==> src/rtl/drive_seq_pkg.sv <==
// drive_seq_pkg: shared types and constants for drive_sequencer.
// Phase state enum, p_drive dead-pattern bit, tweak_delay width.
// Optional feature macro (used by importers): DRIVE_SEQ_TIMEOUT_EN.
package drive_seq_pkg;

  typedef enum logic [1:0] {
    IDLE  = 2'd0,
    DELAY = 2'd1,
    TWEAK = 2'd2,
    HOLD  = 2'd3
  } seq_state_e;

  localparam int unsigned DLY_W = 8;

  // Every p_drive bit at this value means "pull-up off".
  localparam logic P_OFF = 1'b1;

  function automatic logic [DLY_W-1:0] dly_dec(
    input logic [DLY_W-1:0] v
  );
    return v - DLY_W'(1);
  endfunction

endpackage

==> src/rtl/drive_sequencer_tweak_timer.sv <==
// tweak_timer: phase state machine with delay and timeout counters.
// Ports: clk_i, rst_ni (sync, active-low), dead_i, delay_i[7:0];
//        tweak_en_o (enable for the edge being sampled now),
//        phase_active_o (registered, high outside IDLE).
// Macro DRIVE_SEQ_TIMEOUT_EN: TWEAK -> HOLD after TWEAK_MAX cycles.
module tweak_timer
  import drive_seq_pkg::*;
#(
  parameter int unsigned TWEAK_MAX = 200
) (
  input  logic             clk_i,
  input  logic             rst_ni,
  input  logic             dead_i,
  input  logic [DLY_W-1:0] delay_i,
  output logic             tweak_en_o,
  output logic             phase_active_o
);

  seq_state_e       state_q, state_d;
  logic [DLY_W-1:0] dcnt_q, dcnt_d;

`ifdef DRIVE_SEQ_TIMEOUT_EN
  localparam int unsigned TW = $clog2(TWEAK_MAX + 2);
  localparam logic [TW-1:0] TMAX = TW'(TWEAK_MAX);
  logic [TW-1:0] tcnt_q, tcnt_d;
`else
  logic unused_tweak_max;
  assign unused_tweak_max = |TWEAK_MAX;
`endif

  always_ff @(posedge clk_i) begin
    if (!rst_ni) begin
      state_q <= IDLE;
      dcnt_q  <= '0;
`ifdef DRIVE_SEQ_TIMEOUT_EN
      tcnt_q  <= '0;
`endif
    end else begin
      state_q <= state_d;
      dcnt_q  <= dcnt_d;
`ifdef DRIVE_SEQ_TIMEOUT_EN
      tcnt_q  <= tcnt_d;
`endif
    end
  end

  // tcnt counts enabled edges; the entry edge is number 1.
  always_comb begin
    state_d = state_q;
    dcnt_d  = dcnt_q;
`ifdef DRIVE_SEQ_TIMEOUT_EN
    tcnt_d  = tcnt_q;
`endif
    if (dead_i) begin
      state_d = IDLE;
    end else begin
      unique case (state_q)
        IDLE: begin
          if (delay_i == '0) begin
            state_d = TWEAK;
`ifdef DRIVE_SEQ_TIMEOUT_EN
            tcnt_d  = TW'(1);
`endif
          end else begin
            state_d = DELAY;
            dcnt_d  = delay_i;
          end
        end
        DELAY: begin
          if (dcnt_q == DLY_W'(1)) begin
            state_d = TWEAK;
`ifdef DRIVE_SEQ_TIMEOUT_EN
            tcnt_d  = TW'(1);
`endif
          end else begin
            dcnt_d = dly_dec(dcnt_q);
          end
        end
        TWEAK: begin
`ifdef DRIVE_SEQ_TIMEOUT_EN
          if (tcnt_q >= TMAX) begin
            state_d = HOLD;
          end else begin
            tcnt_d = tcnt_q + TW'(1);
          end
`endif
        end
        HOLD: begin
          state_d = HOLD;
        end
        default: state_d = IDLE;
      endcase
    end
  end

  // Enable tracks the state being entered so that D=0
  // drives tweaks at the phase-start edge itself.
  always_comb begin
    tweak_en_o     = (state_d == TWEAK);
    phase_active_o = (state_q != IDLE);
  end

endmodule

==> src/rtl/drive_sequencer.sv <==
// drive_sequencer: registered gate stage with tweak timing and
// per-leg break-before-make interlock. Dead input = phase delimiter.
// Ports: clk, reset_n (sync, active-low), p_drive, n_drive,
//        tweak_delay, tweak_sense, tweak_drive -> p_gate, n_gate,
//        tweak_p, tweak_n, fault (sticky), phase_active.
// Macro DRIVE_SEQ_TIMEOUT_EN enables the TWEAK_MAX tweak timeout.
module drive_sequencer
  import drive_seq_pkg::*;
#(
  parameter int unsigned WIDTH     = 8,
  parameter int unsigned NTWEAK    = 6,
  parameter int unsigned TWEAK_MAX = 200
) (
  input  logic                    clk,
  input  logic                    reset_n,
  input  logic [WIDTH-1:0]        p_drive,
  input  logic [WIDTH-1:0]        n_drive,
  input  logic [DLY_W-1:0]        tweak_delay,
  input  logic [WIDTH-1:0]        tweak_sense,
  input  logic [NTWEAK*WIDTH-1:0] tweak_drive,
  output logic [WIDTH-1:0]        p_gate,
  output logic [WIDTH-1:0]        n_gate,
  output logic [NTWEAK*WIDTH-1:0] tweak_p,
  output logic [NTWEAK*WIDTH-1:0] tweak_n,
  output logic [WIDTH-1:0]        fault,
  output logic                    phase_active
);

  localparam int unsigned TWW = NTWEAK * WIDTH;

  logic [WIDTH-1:0] p_gate_q, p_gate_d;
  logic [WIDTH-1:0] n_gate_q, n_gate_d;
  logic [TWW-1:0]   tp_q, tp_d;
  logic [TWW-1:0]   tn_q, tn_d;
  logic [WIDTH-1:0] fault_q, fault_d;

  logic             dead;
  logic             tweak_en;
  logic [TWW-1:0]   req_tp, req_tn;
  logic [WIDTH-1:0] up_req, dn_req;
  logic [WIDTH-1:0] up_prev, dn_prev;
  logic [WIDTH-1:0] viol;

  assign dead = (p_drive == {WIDTH{P_OFF}})
             && (n_drive == '0)
             && (tweak_sense == '0)
             && (tweak_delay == '0)
             && (tweak_drive == '0);

  tweak_timer #(
    .TWEAK_MAX (TWEAK_MAX)
  ) u_timer (
    .clk_i          (clk),
    .rst_ni         (reset_n),
    .dead_i         (dead),
    .delay_i        (tweak_delay),
    .tweak_en_o     (tweak_en),
    .phase_active_o (phase_active)
  );

  // Requested drive this cycle, folded per leg.
  always_comb begin
    req_tp = '1;
    req_tn = '0;
    up_req = ~p_drive;
    dn_req = n_drive;
    for (int k = 0; k < NTWEAK; k++) begin
      if (tweak_en) begin
        req_tp[k*WIDTH +: WIDTH] =
          ~(tweak_drive[k*WIDTH +: WIDTH] & tweak_sense);
        req_tn[k*WIDTH +: WIDTH] =
          tweak_drive[k*WIDTH +: WIDTH] & ~tweak_sense;
      end
      up_req = up_req | ~req_tp[k*WIDTH +: WIDTH];
      dn_req = dn_req | req_tn[k*WIDTH +: WIDTH];
    end
  end

  // Direction currently driven by the registered outputs.
  always_comb begin
    up_prev = ~p_gate_q;
    dn_prev = n_gate_q;
    for (int k = 0; k < NTWEAK; k++) begin
      up_prev = up_prev | ~tp_q[k*WIDTH +: WIDTH];
      dn_prev = dn_prev | tn_q[k*WIDTH +: WIDTH];
    end
  end

  // Shoot-through or reversal without an off cycle blanks the leg.
  assign viol = (up_req & dn_req)
              | (up_req & dn_prev)
              | (dn_req & up_prev);

  always_comb begin
    p_gate_d = p_drive | viol;
    n_gate_d = n_drive & ~viol;
    tp_d     = req_tp;
    tn_d     = req_tn;
    for (int k = 0; k < NTWEAK; k++) begin
      tp_d[k*WIDTH +: WIDTH] = req_tp[k*WIDTH +: WIDTH] | viol;
      tn_d[k*WIDTH +: WIDTH] = req_tn[k*WIDTH +: WIDTH] & ~viol;
    end
    fault_d = fault_q | viol;
  end

  always_ff @(posedge clk) begin
    if (!reset_n) begin
      p_gate_q <= '1;
      n_gate_q <= '0;
      tp_q     <= '1;
      tn_q     <= '0;
      fault_q  <= '0;
    end else begin
      p_gate_q <= p_gate_d;
      n_gate_q <= n_gate_d;
      tp_q     <= tp_d;
      tn_q     <= tn_d;
      fault_q  <= fault_d;
    end
  end

  assign p_gate  = p_gate_q;
  assign n_gate  = n_gate_q;
  assign tweak_p = tp_q;
  assign tweak_n = tn_q;
  assign fault   = fault_q;

endmodule

==> config.mk <==
export PLATFORM = sky130hd
export DESIGN_NAME = drive_sequencer
export DESIGN_NICKNAME = d
export VERILOG_FILES = /design/src/rtl/drive_seq_pkg.sv /design/src/rtl/drive_sequencer_tweak_timer.sv /design/src/rtl/drive_sequencer.sv
export SDC_FILE = /design/constraint.sdc
export NUM_CORES = 1
export LEC_CHECK = 0
export CELL_PAD_IN_SITES_DETAIL_PLACEMENT = 1
export CELL_PAD_IN_SITES_GLOBAL_PLACEMENT = 2
export CORE_MARGIN = 5
export CORE_UTILIZATION = 27
export CTS_BUF_LIST = sky130_fd_sc_hd__clkbuf_8
export CTS_CLUSTER_DIAMETER = 100
export CTS_CLUSTER_SIZE = 40
export DETAILED_ROUTE_END_ITERATION = 7
export PLACE_DENSITY_LB_ADDON = 0.1
export SETUP_SLACK_MARGIN = 0.2
export SYNTH_ARGS = -nofsm -noshare
export SYNTH_HDL_FRONTEND = slang
export SYNTH_SLANG_ARGS = --single-unit
export TNS_END_PERCENT = 5
==> constraint.sdc <==
create_clock -name clk -period 5.6 [get_ports clk]
set_input_delay 1.4 -clock clk [delete_from_list [all_inputs] [get_ports clk]]
set_output_delay 1.4 -clock clk [all_outputs]
set_load 0.01 [all_outputs]
==> Word level (Yosys, flattened, before mapping) <==
Index checks and enable logic that the tools add are counted.
{ "op_classes": {"addsub": 1, "multipliers": 0, "n_div": 0, "n_lt_le_gt_ge": 0, "n_eq_ne": 7, "shift": 0, "mux": 19, "n_bitwise": 79, "reduce_logical": 12} }
{ "op_table": {"columns": ["cell", "n"], "rows": [
  ["$or A8 B8 Y8", 34],
  ["$and A8 B8 Y8", 22],
  ["$not A8 Y8", 22],
  ["$mux W8", 14],
  ["$logic_not A48 Y1", 1],
  ["$logic_not A8 Y1", 3],
  ["$pmux W8 S2", 1],
  ["$eq A8 B1 Y1 const B", 1],
  ["$eq A8 B8 Y1 const B", 1],
  ["$sub A8 B1 Y8 const B", 1],
  ["$mux W2", 3],
  ["$pmux W2 S3", 1],
  ["$eq A2 B2 Y1 const B", 2],
  ["$logic_and A1 B1 Y1", 4],
  ["$ne A2 B2 Y1 const B", 2],
  ["$reduce_and A4 Y1", 1],
  ["$reduce_bool A2 Y1", 2],
  ["$eq A2 B1 Y1 const B", 1],
  ["$logic_not A2 Y1", 1],
  ["$not A1 Y1", 1]
]} }
{ "totals": {"regBits": 130, "latchBits": 0, "mem_bits_rw": 0, "rom_bits": 0, "inputBits": 82, "word_cells": 125, "memories": 0} }

==> Depth between registers and ports, before layout <==
{ "logic_depth": {"word_depth": 20, "mapped_depth": 9, "ltp_nobuf": 7} }

==> By module <==
From an unflattened synthesis, not the netlist that was laid out.
{ "unflattened": {"cells_unflattened": 526, "area_unflattened_um2": 4953.5} }
{ "modules_own_cells": {"columns": ["mod", "n_inst", "cells_per_inst", "area_per_inst_um2", "seq_area_each_um2"], "rows": [
  ["drive_sequencer", 1, 443, 4254.1, 2402.3],
  ["tweak_timer", 1, 83, 699.4, 200.2]
]} }

==> Worst setup path after synthesis <==
No wires, ideal clock.
{ "synth_timing": {"path_kind": "input to register", "startpoint": "input port tweak_sense[3]", "endpoint": "register u_timer.dcnt_q[5]", "setup_time_ps": 133, "t_arrival_ps": 2957, "required_ps": 5467, "path_slack_ps": 2510, "stages": 8, "n_path_buf": 2, "cell_sequence": "clkbuf_1 -> nor4b_1 -> nand4_1 -> nor4_4 -> a21oi_1 -> buf_2 -> o2bb2ai_1 -> o22ai_1"} }
{ "synth_via": {"elab_chain_len": 6} }
{ "synth_lines": {"columns": ["element", "line_no", "rtl"], "rows": [
  ["from (decl)", "drive_sequencer.sv:19", "input logic [WIDTH-1:0] tweak_sense,"],
  ["$logic_not A8 Y1", "drive_sequencer.sv:46", "&& (tweak_sense == '0)"],
  ["$logic_and A1 B1 Y1", "drive_sequencer.sv:46", null],
  ["$logic_and A1 B1 Y1", "drive_sequencer.sv:47", "&& (tweak_delay == '0)"],
  ["$logic_and A1 B1 Y1", "drive_sequencer.sv:48", "&& (tweak_drive == '0);"],
  ["$not A1 Y1 (no source line)", null, null],
  ["$reduce_and A4 Y1 (no source line)", null, null],
  ["to (signal assigned)", "drive_sequencer_tweak_timer.sv:40", "dcnt_q <= dcnt_d;"],
  ["to (decl)", "drive_sequencer_tweak_timer.sv:20", "logic [DLY_W-1:0] dcnt_q, dcnt_d;"]
]} }
No other way between the ends.
A chain may end at the register's enable or synchronous reset.

==> Final worst setup path <==
{ "layout_timing": {"startpoint": "input port tweak_delay[5]", "endpoint": "register tp_q[15], in the netlist tweak_p[15]"} }
{ "layout_via": {"elab_chain_len": 17, "word_cells_on_any_way": 43} }
{ "layout_lines": {"columns": ["element", "line_no", "rtl"], "rows": [
  ["from (decl)", "drive_sequencer.sv:18", "input logic [DLY_W-1:0] tweak_delay,"],
  ["$logic_not A8 Y1 (*)", "drive_sequencer_tweak_timer.sv:59, drive_sequencer.sv:47", null],
  ["$mux W2 or $logic_and A1 B1 Y1 (tied branches)", "drive_sequencer_tweak_timer.sv:59, drive_sequencer.sv:47", null],
  ["$pmux W2 S3 or $logic_and A1 B1 Y1 (tied branches)", "drive_sequencer_tweak_timer.sv:57, drive_sequencer.sv:48", null],
  ["$mux W2 (*)", "drive_sequencer_tweak_timer.sv:54", "if (dead_i) begin"],
  ["$eq A2 B2 Y1 (*)", "drive_sequencer_tweak_timer.sv:99", "tweak_en_o = (state_d == TWEAK);"],
  ["$mux W8", "drive_sequencer.sv:68", "if (tweak_en) begin"],
  ["$not A8 Y8", "drive_sequencer.sv:74", "up_req = up_req | ~req_tp[k*WIDTH +: WIDTH];"],
  ["$or A8 B8 Y8 (6 in a row)", "drive_sequencer.sv:74", null],
  ["$and A8 B8 Y8, on equally long branches", "drive_sequencer.sv:90, drive_sequencer.sv:91", null],
  ["$or A8 B8 Y8", "drive_sequencer.sv:91", "| (up_req & dn_prev)"],
  ["$or A8 B8 Y8", "drive_sequencer.sv:92", "| (dn_req & up_prev);"],
  ["$or A8 B8 Y8 (*)", "drive_sequencer.sv:100", "tp_d[k*WIDTH +: WIDTH] = req_tp[k*WIDTH +: WIDTH] | viol;"],
  ["to (signal assigned)", "drive_sequencer.sv:116", "tp_q <= tp_d;"],
  ["to (decl)", "drive_sequencer.sv:33", "logic [TWW-1:0] tp_q, tp_d;"]
]} }
Every way passes the cells marked *; elsewhere a longest branch is shown, timed or not.

==> key figures <==
Run status
  • Status: complete, no violations

Timing
  • Rel. slew slack: 0.307
  • Min cycle time layout: between 3 and 4 ns
  • RSZ-0062 raised after global routing: false
  • Worst slew pin tran: 1.04 ns
  • Final hold vios: 0
  • Final Setup Violations: 0
  • Fmax: 266 MHz
  • Worst Clk Skew: ~0.012 ns
  • Slew Viols, Final: 0
  • Crit share post-route: 0.672
  • Post-Route Setup TNS: 0 ns
  • Worst setup margin: 1.84 ns

Setup path
  • Cell breakdown of the critical path: clkdlybuf4s50_1 -> nor4_1 -> a21oi_1 -> or2_0 -> a211oi_4 -> o2111a_1 -> nand2_1
  • Critical Path RT: 5.92 ns
  • Top delay family on crit path: compound AO/OA/AOI/OAI gates
  • Setup CP Type: in2reg
  • CP bufs+invs: 1
  • Peak fanout along the critical path: 10
  • Max incr delay on CP: 0.67 ns
  • Critical path capture point type: register
  • Critical Path Start Type: input port
  • WP data arrival: 4.08 ns
  • Slowest library cell on the worst path: a211oi_4

Route
  • Final WL: between 15000 and 20000 um
  • Routed len/inst: 18.5 um
  • Residual DRC count: 0
  • Vias: about 4800
  • Initial DRC count: ~190
  • Number of nets still failing antenna checks after routing: 0
  • Vias per cell: a little under 5
  • First drt pass iteration count: 4

Logic synthesis
  • EDFF count, synth: 0
  • Ys flop type: dfxtp_1
  • Post-synth cell types: between 50 and 60
  • Ranking of synthesized cells by area: dfxtp_1, nand2_1, and2_1
  • Count leader, synth: dfxtp_1
  • Synth warn: 0
  • Yosys top cell by area: dfxtp_1
  • Yosys top cell area share: 0.525
  • Post-synthesis sequential element count: 130
  • Synth Area per Inst: 9.05 sq um
  • Synth Instances: 548
  • Area of the mapped netlist: 4960 sq um
  • Commonest cells post-synth: dfxtp_1, nand2_1, nor2_1
  • Post-Syn Nets: 632
  • Synth async-reset ratio: 0
  • Share of the yosys chip area belonging to registers: 0.525

Global routing
  • Gr busiest metal: met2
  • GR Overflow Total: 0
  • Grt met2 use: 0.296
  • First-pass GRT wire length: 29200 um
  • Largest net degree at the start of global routing: 30
  • M3 GR Usage: 0.0467
  • Number of global-route vias before repair: 5415
  • Met1 Use GR: 0.211
  • GRT Util Overall: 0.171
  • Initial antenna violation count: 0

Clocking
  • Cts hold-fix bufs: 0
  • CTS buffer count: 17
  • Maximum buffer depth of the clock tree: 2
  • Worst-path clk slew: 0.08 ns
  • Post-cts sizing count: 0
  • Clock Sinks: 130
  • Post-CTS Setup Inserts: 0
  • CTS H-tree depth: 4
  • TritonCTS clock tree: done
  • Skew-Pair Late Insertion Delay: 0.43 ns
  • Root Driver: clkbuf_8

Floorplan
  • Placement Rows: 49
  • I/O Pins: 203
  • Die area: between 20000 and 25000 sq um
  • Core Area: 18000 sq um
  • Height of the die: 146 um
  • Die X: 146 um
  • Starting density of the core: 0.275

Power
  • Clk network pwr share: 0.370
  • Leakage: roughly 3 nW
  • Seq pwr share: 0.445
  • Power Internal: 1.61 mW
  • Switching Fraction: 0.286
  • Pwr dens: 296 nW/um^2
  • NetSw: 0.646 mW
  • Comb pwr share: 0.186
  • Max VDD drop: 127 uV

Layout
  • Synthesis-to-finish area growth: 54.0%
  • Layout cells sized above 1: 0.0661
  • Antenna cell count: 0
  • Final Instance Area: ~7600 sq um
  • Nets: 842

Placed design
  • Dpl ws: 1.33 ns
  • RD Place Congestion: around 0.80
  • Port-buffer cells: 202
  • Area post-placement: slightly above 7000 sq um
  • DP HPWL: roughly 15000 um

Min path
  • Type of the worst min-delay path: reg2reg

Flow run
  • Max cap viols: 0
metrics by stage:
| step | hold WS (ns) | utilization | instances | power [mW] |
|---|---|---|---|---|
| after floorplan | 0.474 | - | 548 | 1.23 |
| after global placement | 0.471 | 0.401 | 968 | 1.44 |
| after global routing | 0.519 | 0.424 | 1000 | 2.38 |
| final | 0.496 | 0.424 | 1000 | 2.26 |
| after detailed placement | 0.477 | 0.401 | 968 | 1.45 |
| after CTS | 0.497 | 0.424 | 1000 | 2.29 |
path summary, 6_finish.rpt:
path	depth (start not counted)	to	start	slack, ns
setup reg to reg	6	tweak_p[15]	u_timer.dcnt_q[5]	2.86
hold reg to reg	1	fault[0]	fault[0]	0.50
setup / recovery	7	tweak_p[15]	tweak_delay[5]	1.84
hold / removal	1	fault[0]	fault[0]	0.50
sequential cells by signal (all words and copies together) (netlist names):
signal and flops:
tweak_p 48, p_gate 8, tweak_n 48, u_timer.state_q 2, fault 8, n_gate 8
u_timer.dcnt_q 8
cell type report:
class / count / area [sq um]
clock buffer: 17 / 234
clock inverter: 15 / 180
fill: 2091 / 10400
inverter: 27 / 101
multi-input combinational: 377 / 2190
sequential: 130 / 2600
tap: 229 / 287
timing repair buffer: 205 / 2040
cell usage in the layout, fill, tap and decap left out, types with 3 or more instances in the layout:
cell type	count
nor3_1	12
nor3b_1	4
inv_6	5
inv_1	27
dfxtp_1	130
and3_1	7
o22ai_1	4
or2_2	6
and2_1	36
nor4_1	18
nand3_1	7
clkbuf_8	17
a311oi_1	5
a221oi_1	4
nand2_1	85
a211oi_1	4
nor2b_1	3
a31oi_1	6
clkdlybuf4s50_1	202
nand4_1	25
bufinv_16	3
and4_1	3
or4_1	5
a21oi_1	15
mux2i_1	4
o2111ai_1	5
o2111a_1	3
o31a_1	3
o21ai_0	22
buf_4	3
nor2_1	53
per-layer routing:
metal,share of wire,vias to the layer above
met3,0.049,7
met4,0.0076,0
met1,0.45,2325
li1,-,2375
met2,0.49,130
met5,0,-
cell families (layout without fill, tap and decap cells):
family | Yosys count | count (layout) | synth area share
flops | 130 | 130 | 0.525
buf+inv | 41 | 264 | 0.0338
xor+xnor | 1 | 1 | 0.00177
simple gates | 281 | 281 | 0.300
compound gates | 89 | 89 | 0.127
fa+ha+maj | 2 | 2 | 0.00504
mux | 4 | 4 | 0.00807
power by group through the flow:
| stage | sequential [mW] | combinational, mW | clock [mW] |
|---|---|---|---|
| after CTS | 1.00 | 0.425 | 0.865 |
| after detailed placement | 1.03 | 0.423 | 0 |
| after global placement | 1.02 | 0.416 | 0 |
| final | 1.00 | 0.420 | 0.835 |
| after global routing | 1.01 | 0.460 | 0.905 |
| after floorplan | 1.03 | 0.205 | 0 |
Power figures use the tool's default switching activity.
